===== src/rtl/wb_stage.sv =====
// MEM/WB pipeline register and write-back datapath: load extraction, source select, register file write port.
// Optional retired-instruction counter enabled by defining WB_RETIRE_CNT_EN.
module wb_stage #(
    parameter int         XLEN    = 32,
    parameter logic [1:0] WB_ALU  = 2'd0,
    parameter logic [1:0] WB_LOAD = 2'd1,
    parameter logic [1:0] WB_PC4  = 2'd2
) (
    input  logic            clk,
    input  logic            rst_n,
    input  logic            mem_valid,
    input  logic            mem_reg_wen,
    input  logic [4:0]      mem_rd,
    input  logic [1:0]      mem_wb_sel,
    input  logic [2:0]      mem_funct3,
    input  logic [XLEN-1:0] mem_alu_result,
    input  logic [XLEN-1:0] mem_load_word,
    input  logic [XLEN-1:0] mem_pc_plus4,
    input  logic            wb_stall,
    input  logic            wb_flush,
    output logic            W_en,
    output logic [4:0]      Rd,
    output logic [XLEN-1:0] Wr_data,
    output logic            wb_load_err,
    output logic [63:0]     retire_count
);

    typedef struct packed {
        logic            valid;
        logic            reg_wen;
        logic [4:0]      rd;
        logic [1:0]      wb_sel;
        logic [2:0]      funct3;
        logic [XLEN-1:0] alu_result;
        logic [XLEN-1:0] load_word;
        logic [XLEN-1:0] pc_plus4;
    } wb_fields_t;

    wb_fields_t wb_reg;
    wb_fields_t wb_next;

    // Flush wins over stall so a squashed instruction never re-presents a write.
    always_comb begin
        wb_next = wb_reg;
        if (wb_flush) begin
            wb_next = '0;
        end else if (!wb_stall) begin
            wb_next.valid      = mem_valid;
            wb_next.reg_wen    = mem_reg_wen;
            wb_next.rd         = mem_rd;
            wb_next.wb_sel     = mem_wb_sel;
            wb_next.funct3     = mem_funct3;
            wb_next.alu_result = mem_alu_result;
            wb_next.load_word  = mem_load_word;
            wb_next.pc_plus4   = mem_pc_plus4;
        end
    end

    always_ff @(posedge clk or negedge rst_n) begin
        if (!rst_n) begin
            wb_reg <= '0;
        end else begin
            wb_reg <= wb_next;
        end
    end

    logic [7:0]  byte_lane [4];
    logic [15:0] half_lane [2];

    genvar gi;
    generate
        for (gi = 0; gi < 4; gi++) begin : g_byte
            assign byte_lane[gi] = wb_reg.load_word[8*gi +: 8];
        end
        for (gi = 0; gi < 2; gi++) begin : g_half
            assign half_lane[gi] = wb_reg.load_word[16*gi +: 16];
        end
    endgenerate

    logic [1:0]      load_off;
    logic [7:0]      sel_byte;
    logic [15:0]     sel_half;
    logic [XLEN-1:0] load_data;
    logic            load_reserved;

    assign load_off = wb_reg.alu_result[1:0];
    assign sel_byte = byte_lane[load_off];
    assign sel_half = half_lane[load_off[1]];

    always_comb begin
        load_data     = '0;
        load_reserved = 1'b0;
        case (wb_reg.funct3)
            3'b000:  load_data = {{(XLEN-8){sel_byte[7]}}, sel_byte};
            3'b100:  load_data = {{(XLEN-8){1'b0}}, sel_byte};
            3'b001:  load_data = {{(XLEN-16){sel_half[15]}}, sel_half};
            3'b101:  load_data = {{(XLEN-16){1'b0}}, sel_half};
            3'b010:  load_data = wb_reg.load_word;
            default: load_reserved = 1'b1;
        endcase
    end

    assign wb_load_err = wb_reg.valid & (wb_reg.wb_sel == WB_LOAD) & load_reserved;

    always_comb begin
        Wr_data = '0;
        case (wb_reg.wb_sel)
            WB_ALU:  Wr_data = wb_reg.alu_result;
            WB_LOAD: Wr_data = load_data;
            WB_PC4:  Wr_data = wb_reg.pc_plus4;
            default: Wr_data = '0;
        endcase
    end

    assign Rd   = wb_reg.rd;
    assign W_en = wb_reg.valid & wb_reg.reg_wen & (wb_reg.rd != 5'd0) & ~wb_load_err;

`ifdef WB_RETIRE_CNT_EN
    // An instruction leaves WB whenever the register is not holding it (flush also releases it).
    logic [63:0] retire_count_reg;
    logic [63:0] retire_count_next;

    always_comb begin
        retire_count_next = retire_count_reg;
        if (wb_reg.valid && (wb_flush || !wb_stall)) begin
            retire_count_next = retire_count_reg + 64'd1;
        end
    end

    always_ff @(posedge clk or negedge rst_n) begin
        if (!rst_n) begin
            retire_count_reg <= 64'd0;
        end else begin
            retire_count_reg <= retire_count_next;
        end
    end

    assign retire_count = retire_count_reg;
`else
    assign retire_count = 64'd0;
`endif

endmodule


===== config.mk =====
export PLATFORM = sky130hd
export DESIGN_NAME = wb_stage
export DESIGN_NICKNAME = d
export VERILOG_FILES = /design/src/rtl/wb_stage.sv
export SDC_FILE = /design/constraint.sdc
export NUM_CORES = 1
export LEC_CHECK = 0
export ABC_CLOCK_PERIOD_IN_PS = 1920
export CAP_MARGIN = 5
export CORE_MARGIN = 2
export CORE_UTILIZATION = 55
export CTS_CLUSTER_SIZE = 16
export DETAILED_ROUTE_END_ITERATION = 16
export DONT_BUFFER_PORTS = 1
export PLACE_DENSITY = 0.81
export SETUP_SLACK_MARGIN = 0.5
export SYNTH_ARGS = -nofsm -noshare
export SYNTH_HDL_FRONTEND = slang
export SYNTH_SLANG_ARGS = --single-unit

===== constraint.sdc =====
create_clock -name clk -period 1.92 [get_ports clk]
set_clock_uncertainty 0.1 [all_clocks]
set_input_delay 0.384 -clock clk [delete_from_list [all_inputs] [get_ports clk]]
set_output_delay 0.384 -clock clk [all_outputs]
set_load 0.005 [all_outputs]

Word-level counts from Yosys, hierarchy flattened
Cells that the tools add are included.

operators by class
  magnitude comparators = 2
  equal/unequal tests = 7
  muxes and demuxes = 11
  bitwise gates (word level) = 8
  reduce and logical (&&, ||, !) cells = 4

operator list
  operator            count
  $mux 108            2
  $pmux 32 s5         1
  $pmux 32 s3         1
  $mux 16             3
  $bmux 8 s2          1
  $mux 8              2
  $eq 3x3->1 const B  2
  $and 1x1->1         5
  $reduce_bool 5->1   1
  $reduce_or 5->1     1
  $eq 3x1->1 const B  1
  $eq 3x2->1 const B  1
  $ge 3x3->1 const B  1
  $logic_not 3->1     1
  $not 2->3           1
  $eq 2x1->1 const B  1
  $eq 2x2->1 const B  1
  $ge 2x2->1 const B  1
  $logic_not 2->1     1
  $ne 2x1->1 const B  1
  $not 1->2           1
  $mux 1              1
  $not 1->1           1

storage, ports and cells
  register bits after elaboration = 108
  bits of input ports = 112
  output and inout bits = 103
  logic and storage cells = 40

Logic depth before layout (Yosys ltp)
Gate-level depths: netlist (run 1).

  depth after elaboration = 6
  depth in mapped cells = 6
  gate-level depth less buffers = 4

Worst setup path before layout (run 1)
No wires, ideal clock.

  path type = flip-flop to output port
  from = register wb_reg (netlist bit load_off[1])
  to = output Wr_data[27]
  arrival = 1.522 ns
  data required time = 1.436 ns
  slack = -0.086 ns
  cell stages (with the launch flop) = 7
  buffers on the path = 2
  path through = dfrtp_1 > buf_2 > or3_1 > o32ai_4 > buf_6 > a211oi_1 > o22ai_1

on the way
  word-level cells in the longest chain between the ends = 6
  elaborated cells on any way between the ends = 10
  those cells by class = 8 x mux; 2 x bitwise

ends and longest elaborated chain
  what                                                                  RTL line  text
  start, declared                                                       39        wb_fields_t wb_reg;
  start signal, assigned                                                63        wb_reg <= wb_next;
  $not 2->3 (not written as such) or $not 1->2 (tied branches)          87, 88
  $bmux 8 s2 or $mux 16 (tied branches)                                 87, 88
  $mux 8 (not written as such) or $mux 16 (tied branches) (2 in a row)  87, 88
  $pmux 32 s5 (*)                                                       93        case (wb_reg.funct3)
  $pmux 32 s3 (*)                                                       107       case (wb_reg.wb_sel)
  end, declared                                                         23        output logic [XLEN-1:0] Wr_data,

Every way passes the cells marked *; elsewhere a longest branch is shown, timed or not. The select of a mux whose other input is x is not followed.

Worst setup path in the final report (run 1)
  from = register wb_reg[97] in the netlist's numbering
  to = output Wr_data[31]

on the way
  word-level cells in the longest chain between the ends = 3
  elaborated cells on any way between the ends = 7
  those cells by class = 4 x eq/ne; 2 x mux; 1 x reduce/logical

ends and longest elaborated chain
  what                                RTL line
  $eq 3x2->1 (tied with other cells)  93
  $pmux 32 s5 (*)                     93
  $pmux 32 s3 (*)                     107

Every way passes the cells marked *; elsewhere a longest branch is shown, timed or not.

==> results by stage, run 1 <==
Outcome:
- The run finished, with violations left.
- The final reports fail on hold timing, setup timing.

Cells and area:
- The most common cell after layout, fill and taps aside is mux2i_1.
- The synthesis-to-finish area growth is 23.29%.
- The count of nets after finishing is 776.
- The fraction of final layout cells sized beyond drive strength 1 is 23.77%.
- Once layout is done, the placed cells without fillers occupy 0.007457 mm2.
- The flip-flop count of the largest register, all copies and words added is 69.
- The number of antenna diodes is 0.
- Leaving out fill and tap cells, the most frequent cells in the layout are mux2i_1, nor2_1, dfrtp_1.
- The count of cells in the finished layout, fillers not included, comes to 809.

Floorplanning:
- The die covers 0.01185 mm2.
- Once the floorplan was initialized, standard cells occupied 56.04% of the core.
- The width of the chip is 108.9 um.
- Pin placement for this block handled 215 I/O pins.
- The core box area is 0.01079 mm2.
- The placement row count is 38.
- In this run the vertical extent of the chip is 108.9 um.

STA:
- The clock period minus final worst setup slack is 2.504 ns.
- On the final layout, the worst hold slack is -0.4243 ns.
- The total negative setup slack is -16.60 ns.
- The max-slew violation count was 0.
- The fraction of the cycle the final worst path needs is 130.4%.
- The count of endpoints failing setup in the final report is 34.
- Setup repair after global routing could not meet its margin everywhere.
- The final count of hold timing violations came to 108.
- The achievable clock frequency is 399.3 MHz.
- The worst setup margin is -0.5842 ns.

Logic synthesis:
- The synthesized netlist cell count is 583.
- Each instance of the synthesized netlist takes up on average 10.37 um2.
- The top cell type by area accounts for 44.68% of the synthesized area.
- The post-synthesis cell type with the largest combined area is dfrtp_1.
- The most used flip-flop cell after synthesis is dfrtp_1.
- After synthesis the netlist holds a flip-flop and latch count of 108.
- Of all flip-flops after synthesis, the portion carrying an async set or reset was 100.0%.
- Ranked by total cell area, the synthesized netlist is headed by dfrtp_1, mux2i_1, buf_4, nor2_1, o22ai_1.
- The post-synthesis cell type count is 35.
- The Yosys step of the flow raised 0 warnings.
- Sequential elements use 44.68% of the synthesized area.
- Counting flops with a built-in enable in the synthesized netlist gives 0.
- Summing every instance area after synthesis gives 0.006048 mm2.

Clocking:
- The level count of the clock H-tree is 3.
- The buffer levels on the longest clock path is 2.
- Counting the buffers created by CTS gives 9.
- The clock latency of the later-clocked register in the worst-skew pair is 0.38 ns.
- The clock tree from TritonCTS is done.
- The root buffer cell chosen for the clock tree is clkbuf_8.
- The tree built by TritonCTS fans out to 108 sinks.
- Clock-pin slew was measured on the worst setup and hold paths at 0.10 ns.

Worst setup path:
- The kind of cell with the highest combined delay along the critical path is buffers and inverters.
- The worst reg-to-reg path cell count is 3.
- The termination of the worst setup path is Wr_data[31].
- The origin of the worst setup path is wb_reg[97]$_DFFE_PN0P_.
- The startpoint of the most critical register-to-register path is wb_reg[0]$_DFFE_PN0P_.
- The worst setup path is captured at an output pin.
- The critical path crosses 6 cells after its start point.
- Across all register-to-register paths, the minimum setup slack is 0.53 ns.
- The category of the worst setup path launch point is a flop.
- Walking the worst path, the cells encountered are buf_6 -> buf_4 -> nor2b_4 -> buf_4 -> a211oi_2 -> o22ai_1.
- The critical path required time is 1.44 ns.
- Of all nets on the critical path, the largest fanout is 12.
- By startpoint and endpoint, the worst setup path is classified as reg2out.
- The cell type of the slowest stage on the worst timing path is dfrtp_2.
- In this run the critical register-to-register path is captured at wb_reg[0]$_DFFE_PN0P_.
- The buffering stage count on the worst path with inverters included is 3.
- For the worst setup path, the data arrival time is 2.02 ns.
- The most numerous cell type found on the critical path is buf_4.
- On the worst path, the slowest cell contributes a delay of 0.44 ns.

Global route:
- The first global-routing pass estimated 26350 um of wire.
- The sum of overflow across all layers after global routing is 0.
- The number of antenna violations at the first check in global routing is 1.
- The via count of the first global-routing pass came to 4833.
- The pin count of the biggest net entering global routing is 109.
- For this run, the total global-route usage over all layers was measured as 29.73%.

Routing:
- Wires add up to 17540 um.
- Before antenna repair, the detailed router went through 4 iterations.
- In this run the remaining antenna-violating nets after routing total 0.
- The count of unresolved DRC violations after routing is 0.
- The violation count after the first detailed-route iteration is 277.
- After detailed routing, the number of vias per cell comes to 5.754.
- The number of vias after detailed routing is 4655.
- Dividing the detail-routed wire length by the instance count gives 21.68 um.

Place:
- The count of input and output buffers is 0.
- Once placement completed, the tool counted placed cells totaling 718.
- The pre-CTS setup slack is -0.3964 ns.
- The congestion estimate from routability-driven global placement came to 0.8504.
- After detailed placement, the total cell area comes to 0.006155 mm2.
- The HPWL after detailed placement is 11000 um.

Pwr:
- The leakage power figure is 3.600 nW.
- VDD sags by at most 0.5899 mV.
- The power per cell area is 636.0 mW/mm2.

Job:
- The count of maximum capacitance violations is 0.

Worst hold path:
- The type of the tightest min-delay check is in2async.
## worst register-to-register path, delay by kind of cell (launching register included)
| kind | cells | cell delay, ns |
|---|---|---|
| buffers and inverters | 1 | 0.57 |
| DFF | 1 | 0.39 |
| muxes | 1 | 0.14 |
| and+or+nand+nor | 1 | 0.08 |
## per-layer routing
layer  GRT usage, %  part of all wire (%)  vias to the layer above
li1               -                     -                     2080
met1          36.47                    39                     2296
met2          48.40                    48                      238
met3          9.743                   8.4                       39
met4          12.09                   3.7                        2
met5              0                 0.068                        -
## cell usage after synthesis, types with 2 or more instances
master	instances
nor2b_1	4
nor2_1	117
a221oi_1	8
a222oi_1	5
o22ai_1	30
dfrtp_1	108
buf_4	69
nand2b_1	4
a21oi_1	2
nor3_1	2
buf_2	19
nand2_1	4
buf_1	4
mux2_2	7
or4_1	2
mux2i_1	143
a211oi_1	18
clkbuf_1	20
## layout make-up
type	instances	area, um2
clock buffers	12	135.1
clock inverters	4	26.28
fillers	770	3336
multi-input cells	425	3253
flip-flops and latches	108	2711
well taps	140	175.2
repair buffers	120	1156
## power by group
part           total [mW]  switching (mW)  internal (mW)
clock network        1.24           0.770          0.475
logic               0.974           0.455          0.519
registers            2.52           0.122           2.40
total                4.74            1.35           3.40
## worst min path at each step
stage                     start                      to  slack (ns)
after floorplan           rst_n       Rd[0]$_DFFE_PN0P_       -0.01
after global placement    rst_n  wb_reg[83]$_DFFE_PN0P_      -0.009
after detailed placement  rst_n  wb_reg[83]$_DFFE_PN0P_      -0.009
after CTS                 rst_n  wb_reg[83]$_DFFE_PN0P_       -0.43
after global routing      rst_n  wb_reg[83]$_DFFE_PN0P_       -0.45
final                     rst_n  wb_reg[83]$_DFFE_PN0P_       -0.42
## stage by stage
| stage | total power [mW] | util, % | hold slack [ns] |
|---|---|---|---|
| floorplan | 3.192 | - | -0.01159 |
| global placement | 3.198 | 57.03 | -0.008558 |
| detailed placement | 3.222 | 57.03 | -0.008810 |
| CTS | 4.652 | 67.68 | -0.4336 |
| global route | 4.947 | 69.09 | -0.4471 |
| finish | 4.743 | 69.09 | -0.4243 |
## cells by family (layout without fill, tap and decap cells)
group / Yosys count / count (layout) / synth area share [%]
buffers and inverters: 113 / 136 / 11.81
AND/OR/NAND/NOR: 140 / 140 / 9.578
other: 1 / 64 / 0.06200
multiplexers: 150 / 150 / 24.97
flip-flops: 108 / 108 / 44.68
AO/OA/AOI/OAI: 71 / 71 / 8.896
## what timing repair did
item,4_1_cts,5_1_grt
gates resized for setup,35,46
hold buffers,70,1
setup buffers,9,21
setup endpoints to repair,34,63
cloned,0,1
endpoints found under the hold margin,216,135
pin swaps,23,26
Note: power is estimated with default switching activity, not from simulation.
==> run 2, diff against run 1 <==
ABC_CLOCK_PERIOD_IN_PS = 2750   (was 1920)
CTS_CLUSTER_DIAMETER = 50   (was unset)
CTS_CLUSTER_SIZE = 24   (was 16)
PLACE_DENSITY = 0.78   (was 0.81)
clock period = 2.75 ns   (was 1.92 ns; I/O delays follow)
==> results by stage, run 2 (synthesis gave the netlist of run 1 again) <==
STA:
- Hold timing on the final database bottoms out at a slack of -0.2400 ns.
- Static timing analysis puts the maximum clock frequency at 369.4 MHz.
- The total negative setup slack is 0 ns.
- The worst path in the final design needs a cycle of 2.707 ns, including I/O delays and setup.
- Dividing the final minimum period by the clock period gives 98.44%.
- Setup repair after global routing could not meet its margin everywhere.
- After layout, the worst setup slack is 0.04303 ns.
- The final count of hold timing violations is 108.
- The count of endpoints failing setup in the final report is 0.
- The max-slew violation count is 0.

Global route:
- The sum of overflow across all layers after global routing is 0.
- The via count of the first global-routing pass is 4335.
- The number of antenna violations at the first check in global routing is 0.
- In the global route stage, overall resource usage came out at 25.80%.
- The first global-routing pass estimated 23080 um of wire.
- The pin count of the biggest net entering global routing is 109.

Cells and area:
- The number of antenna diodes is 0.
- After the flow finishes, the layout carries non-filler instances totaling 725.
- Summing all non-filler instances in the final layout gives an area of 0.006394 mm2.
- The synthesis-to-finish area growth is 5.710%.
- The register with the most flip-flops in the layout has 69 of them.
- The library cell used most frequently in the layout, excluding fill and tap cells, is mux2i_1.
- The multi-input combinational cell area is 0.003003 mm2.
- In the final layout, the share of cells above drive strength 1 is 14.70%.
- The sequential cell area is 0.002709 mm2.
- After filler insertion, the fill cell instance count of the layout stands at 895.
- The final standard cell utilization of the core is 59.24%.
- In the layout the commonest cells are mux2i_1, nor2_1, dfrtp_1.
- The count of nets after finishing is 692.

Place:
- The pre-CTS setup slack is 0.2796 ns.
- In this run, placement finished with an instance count of 691.
- The placed standard-cell area is 0.005894 mm2.
- The HPWL after detailed placement is 10450 um.
- The count of input and output buffers is 0.
- At the end of routability-driven placement, the weighted congestion stood at 0.8732.

Clocking:
- The clock tree synthesis step divided the H-tree into 3 levels.
- The clock tree from TritonCTS is done.
- Clock tree synthesis selected as its root buffer the cell clkbuf_8.
- The post-CTS clock slew at the launch and capture registers of the worst setup and hold paths is 0.10 ns.
- Counting along the longest clock path gives a buffer depth of 2.
- Clock tree synthesis found a total of 108 sinks.
- The later pin in the worst-skew pair is clocked with a latency of 0.37 ns.
- The number of CTS-inserted buffers is 9.

Worst setup path:
- The category of the worst setup path launch point is a flop.
- The maximum fanout count along the critical path is 6.
- STA classifies the critical path endpoint as an output pin.
- The worst-case register-to-register setup slack is 1.51 ns.
- The number of cells on the worst reg-to-reg path is 5.
- Tracing the worst setup path back leads to its startpoint at wb_reg[97]$_DFFE_PN0P_.
- The critical path required time is 2.10 ns.
- The startpoint of the most critical register-to-register path is wb_reg[96]$_DFFE_PN0P_.
- The type of the setup path with the least slack is reg2out.
- The arrival time of data at the critical path endpoint is 2.06 ns.

Routing:
- The first TritonRoute pass finished after 8 iterations.
- The per-cell via count in the routed design is 5.881.
- The final wirelength is 15050 um.
- The first routing iteration left 403 violations.
- The detail route stage leaves a number of antenna-violating nets equal to 0.
- Dividing the detail-routed wire length by the instance count gives 20.76 um.
- The number of vias after detailed routing is 4264.
- In the routed design, unresolved DRC markers number 0.

Floorplanning:
- The die is 108.9 um wide.
- The die covers 0.01185 mm2.
- Measured along the y axis, the die boundary spans 108.9 um.
- Pin placement for this block handled 215 I/O pins.
- Once the floorplan was initialized, standard cells occupied 56.04% of the core.
- The placement row count is 38.
- The total area inside the core boundary comes to 0.01079 mm2.

Outcome:
- The final reports fail on hold timing.
- The flow ran to the end, but the final reports show violations.

Pwr:
- In this run the power density over the cells is 488.9 mW/mm2.
- The maximum resistive drop on vdd is 0.3552 mV.
- Summed over all cells, the static leakage comes to 3.079 nW.

Worst hold path:
- The type of the tightest min-delay check is in2async.

Job:
- The count of maximum capacitance violations is 0.
==> run 2: final timing paths <==
path                                              to
max                                       Wr_data[1]
min                           wb_reg[21]$_DFFE_PN0P_
max reg2reg                   wb_reg[96]$_DFFE_PN0P_
min reg2reg                   wb_reg[19]$_DFFE_PN0P_
max in group asynchronous  byte_lane[31]$_DFFE_PN0P_
min in group clk                   Rd[0]$_DFFE_PN0P_
==> run 2: repair_timing <==
item | CTS | global route
resized for setup | 26 | 11
setup buffers | 14 | 2
hold endpoints to repair | 108 | 108
cloned | 1 | 1
endpoints found under the setup margin | 33 | 33
pin swaps | 11 | 3
==> run 2: report_power, final <==
group / switching (mW) / internal [mW]
Sequential: 0.0818 / 1.68
Clock: 0.552 / 0.334
Combinational: 0.242 / 0.240
==> run 2: layer usage <==
metal,wire [um],vias up,GRT usage (%)
met5,0,-,0
met4,538,0,10.99
met3,1320,36,8.308
met2,7086,226,41.39
met1,6105,2086,32.09
li1,-,1916,-
==> run 2: through the flow <==
stage | hold WS, ns | total power [mW]
after floorplan | 0.1544 | 2.211
after global placement | 0.1571 | 2.183
after detailed placement | 0.1563 | 2.199
after CTS | -0.2581 | 3.132
after global routing | -0.2616 | 3.259
final | -0.2400 | 3.126
==> run 2: layout make-up <==
class | instances | area share, %
multi-input combinational | 425 | 46.97
sequential | 108 | 42.37
timing repair buffer | 36 | 5.166
tap | 140 | 2.740
clock buffer | 9 | 1.937
clock inverter | 7 | 0.8219
==> run 2: critical path, stage by stage (launching register included) <==
cell	delay, ns
dfrtp_2	0.45
buf_4	0.16
nand2b_1	0.19
nor2_1	0.34
a222oi_1	0.13
o22ai_1	0.25
buf_4	0.16
==> run 3, diff against run 2 <==
GPL_ROUTABILITY_DRIVEN = 0   (was unset)
==> results by stage, run 3 (synthesis gave the netlist of run 1 again) <==
Outcome:
- The flow ran to the end, but the final reports show violations.
- The final reports fail on hold timing.

STA:
- Setup repair after global routing could not meet its margin everywhere.
- The count of endpoints failing setup in the final report is 0.
- The max-slew violation count is 0.
- The clock period could shrink to 2.727 ns.
- Timing would allow up to 366.7 MHz.
- For the pin with the worst max-slew slack, the measured transition is 0.5797 ns.
- Across all hold checks on the routed design, the worst slack comes to -0.2477 ns.
- The final count of hold timing violations came to 108.
- Measured against its own limit, the worst slew margin works out to 61.18%.
- The fraction of the cycle the final worst path needs is 99.16%.
- Setup total negative slack on the finished layout was measured at 0 ns.

Routing:
- In the routed design, unresolved DRC markers number 0.
- The per-cell via count in the routed design is 6.007.
- After detailed routing, the average wire length per cell comes to 21.34 um.
- Once detail routing completed, the nets flagged for antenna violations numbered 0.
- The first TritonRoute pass finished after 5 iterations.
- In this run, the number of DRC markers left after iteration 0 of detailed routing was 464.
- After detailed routing, the total wire length is 15510 um.
- The number of vias after detailed routing is 4367.

Place:
- The number of placed instances, taps included, is 690.
- The count of input and output buffers is 0.
- Once detailed placement completed, the half-perimeter wirelength came to 10400 um.

Worst setup path:
- The kind of end point of the critical path is an output pin.
- The startpoint of the most critical register-to-register path is load_off[1]$_DFFE_PN0P_.
- The critical path goes through buf_6 -> or3_4 -> o32ai_4 -> buf_6 -> a211oi_2 -> o22ai_1 -> buf_4.
- The largest individual stage delay along the critical path comes from the cell dfrtp_2.
- The arrival time of data at the critical path endpoint is 2.08 ns.
- The maximum fanout count along the critical path is 6.
- On the worst path, the slowest cell contributes a delay of 0.45 ns.
- The endpoint of the most critical register-to-register path is load_off[1]$_DFFE_PN0P_.
- Data on the critical path is required at its endpoint by 2.10 ns.
- STA classifies the critical path startpoint as a flop.
- The type of the setup path with the least slack is reg2out.
- The worst-case register-to-register setup slack is 1.55 ns.
- Among the stages of the critical path, the cell type that occurs most often is buf_6.
- The worst reg-to-reg path cell count is 4.
- Tracing the worst setup path back leads to its startpoint at wb_reg[97]$_DFFE_PN0P_.

Pwr:
- The maximum resistive drop on vdd is 0.2889 mV.
- For this design the ratio of total power to cell area is 479.4 mW/mm2.
- The leakage power figure is 3.136 nW.

Cells and area:
- The register with the most flip-flops in the layout has 69 of them.
- The synthesis-to-finish area growth is 10.16%.
- The final instance count without filler cells is 727.
- In the layout the commonest cells are mux2i_1, nor2_1, dfrtp_1.
- The count of nets after finishing is 694.
- At the end of the flow the core is filled with cells to 61.73%.
- The repair_antennas step left the layout with diodes totalling 0.
- Leaving out fill and tap cells, the most frequent cell in the layout is mux2i_1.
- The fraction of final layout cells sized beyond drive strength 1 is 20.27%.

Clocking:
- In this run, CTS created clock tree buffers numbering 9.
- The clock passes through at most 2 buffers.
- The number of sinks on the clock net is 108.
- The level count of the clock H-tree is 3.
- Clock latency on the worst-skew pair, taken at its later pin, is 0.37 ns.
- The clock tree from TritonCTS is done.
- The post-CTS clock slew at the launch and capture registers of the worst setup and hold paths is 0.11 ns.
- Clock tree synthesis selected as its root buffer the cell clkbuf_8.

Global route:
- The first-pass GRT wire length is 23080 um.
- For this run the aggregate overflow at the end of global routing stands at 0.
- The overall global routing resource usage is 25.65%.
- The pin count of the biggest net entering global routing is 109.
- The number of antenna violations at the first check in global routing was 0.
- The via count of the first global-routing pass is 4206.

Floorplanning:
- Row generation in the floorplan step produced 38 rows.
- In this run the standard cell core region covers 0.01079 mm2.
- The width of the chip is 108.9 um.
- The I/O pin count is 215.
- The die covers 0.01185 mm2.
- For this configuration, the core starts out at a cell density of 56.04%.
- The floorplan step set the die height to 108.9 um.

Worst hold path:
- The type of the tightest min-delay check is in2async.

Job:
- The count of maximum capacitance violations is 0.
[run 3: worst max-delay path: cells and delay by family, from the launching register on]
kind	cells	cell delay, ns
AOI/OAI and AO/OA	3	0.40
and+or+nand+nor	1	0.37
buffers and inverters	3	0.46
DFF	1	0.45
[run 3: how the worst max path moves through the flow]
stage / cells past startpoint / slack, ns / endpoint
after CTS: 5 / 0.02 / Wr_data[11]
final: 7 / 0.02 / Wr_data[23]
after global routing: 7 / -0.04 / Wr_data[23]
after global placement: 5 / 0.33 / Wr_data[22]
after floorplan: 6 / 0.58 / Wr_data[27]
after detailed placement: 4 / 0.25 / Wr_data[11]
[run 3: through the flow]
step / instance area, um2 / setup WS, ns / total power [mW]
5_1_grt: 6663 / -0.04048 / 3.325
6_report: 6663 / 0.02301 / 3.194
2_1_floorplan: 6285 / 0.5784 / 2.211
3_5_place_dp: 5887 / 0.2484 / 2.198
3_3_place_gp: 5887 / 0.3275 / 2.181
4_1_cts: 6355 / 0.02004 / 3.136
[run 3: what timing repair did]
| item | 4_1_cts | 5_1_grt |
|---|---|---|
| gates resized for setup | 40 | 42 |
| pin swaps | 21 | 22 |
| buffers inserted | 11 | 8 |
| endpoints found under the hold margin | 108 | 108 |
| endpoints found under the setup margin | 33 | 33 |
| cloned | 0 | 2 |
[run 3: layer usage]
metal	GRT usage [%]	vias up	part of all wire, %	wire (um)
li1	-	1925	-	-
met1	32.49	2169	41	6288
met2	41.35	228	48	7457
met3	7.770	45	8.3	1285
met4	9.799	0	3.1	480
met5	0	-	0	0
[run 3: report_power, final]
| group | total [mW] | switching (mW) | leakage, nW | internal [mW] |
|---|---|---|---|---|
| Clock | 0.893 | 0.561 | 0.0779 | 0.332 |
| Combinational | 0.538 | 0.265 | 1.63 | 0.273 |
| Sequential | 1.76 | 0.0862 | 1.42 | 1.68 |
| Total | 3.19 | 0.912 | 3.14 | 2.28 |
[run 3: layout make-up]
| type | instances | area [um2] |
|---|---|---|
| clock buffer | 9 | 123.9 |
| clock inverter | 7 | 52.55 |
| fill | 869 | 4130 |
| multi-input combinational | 425 | 3192 |
| sequential | 108 | 2710 |
| tap | 140 | 175.2 |
| timing repair buffer | 38 | 409.1 |
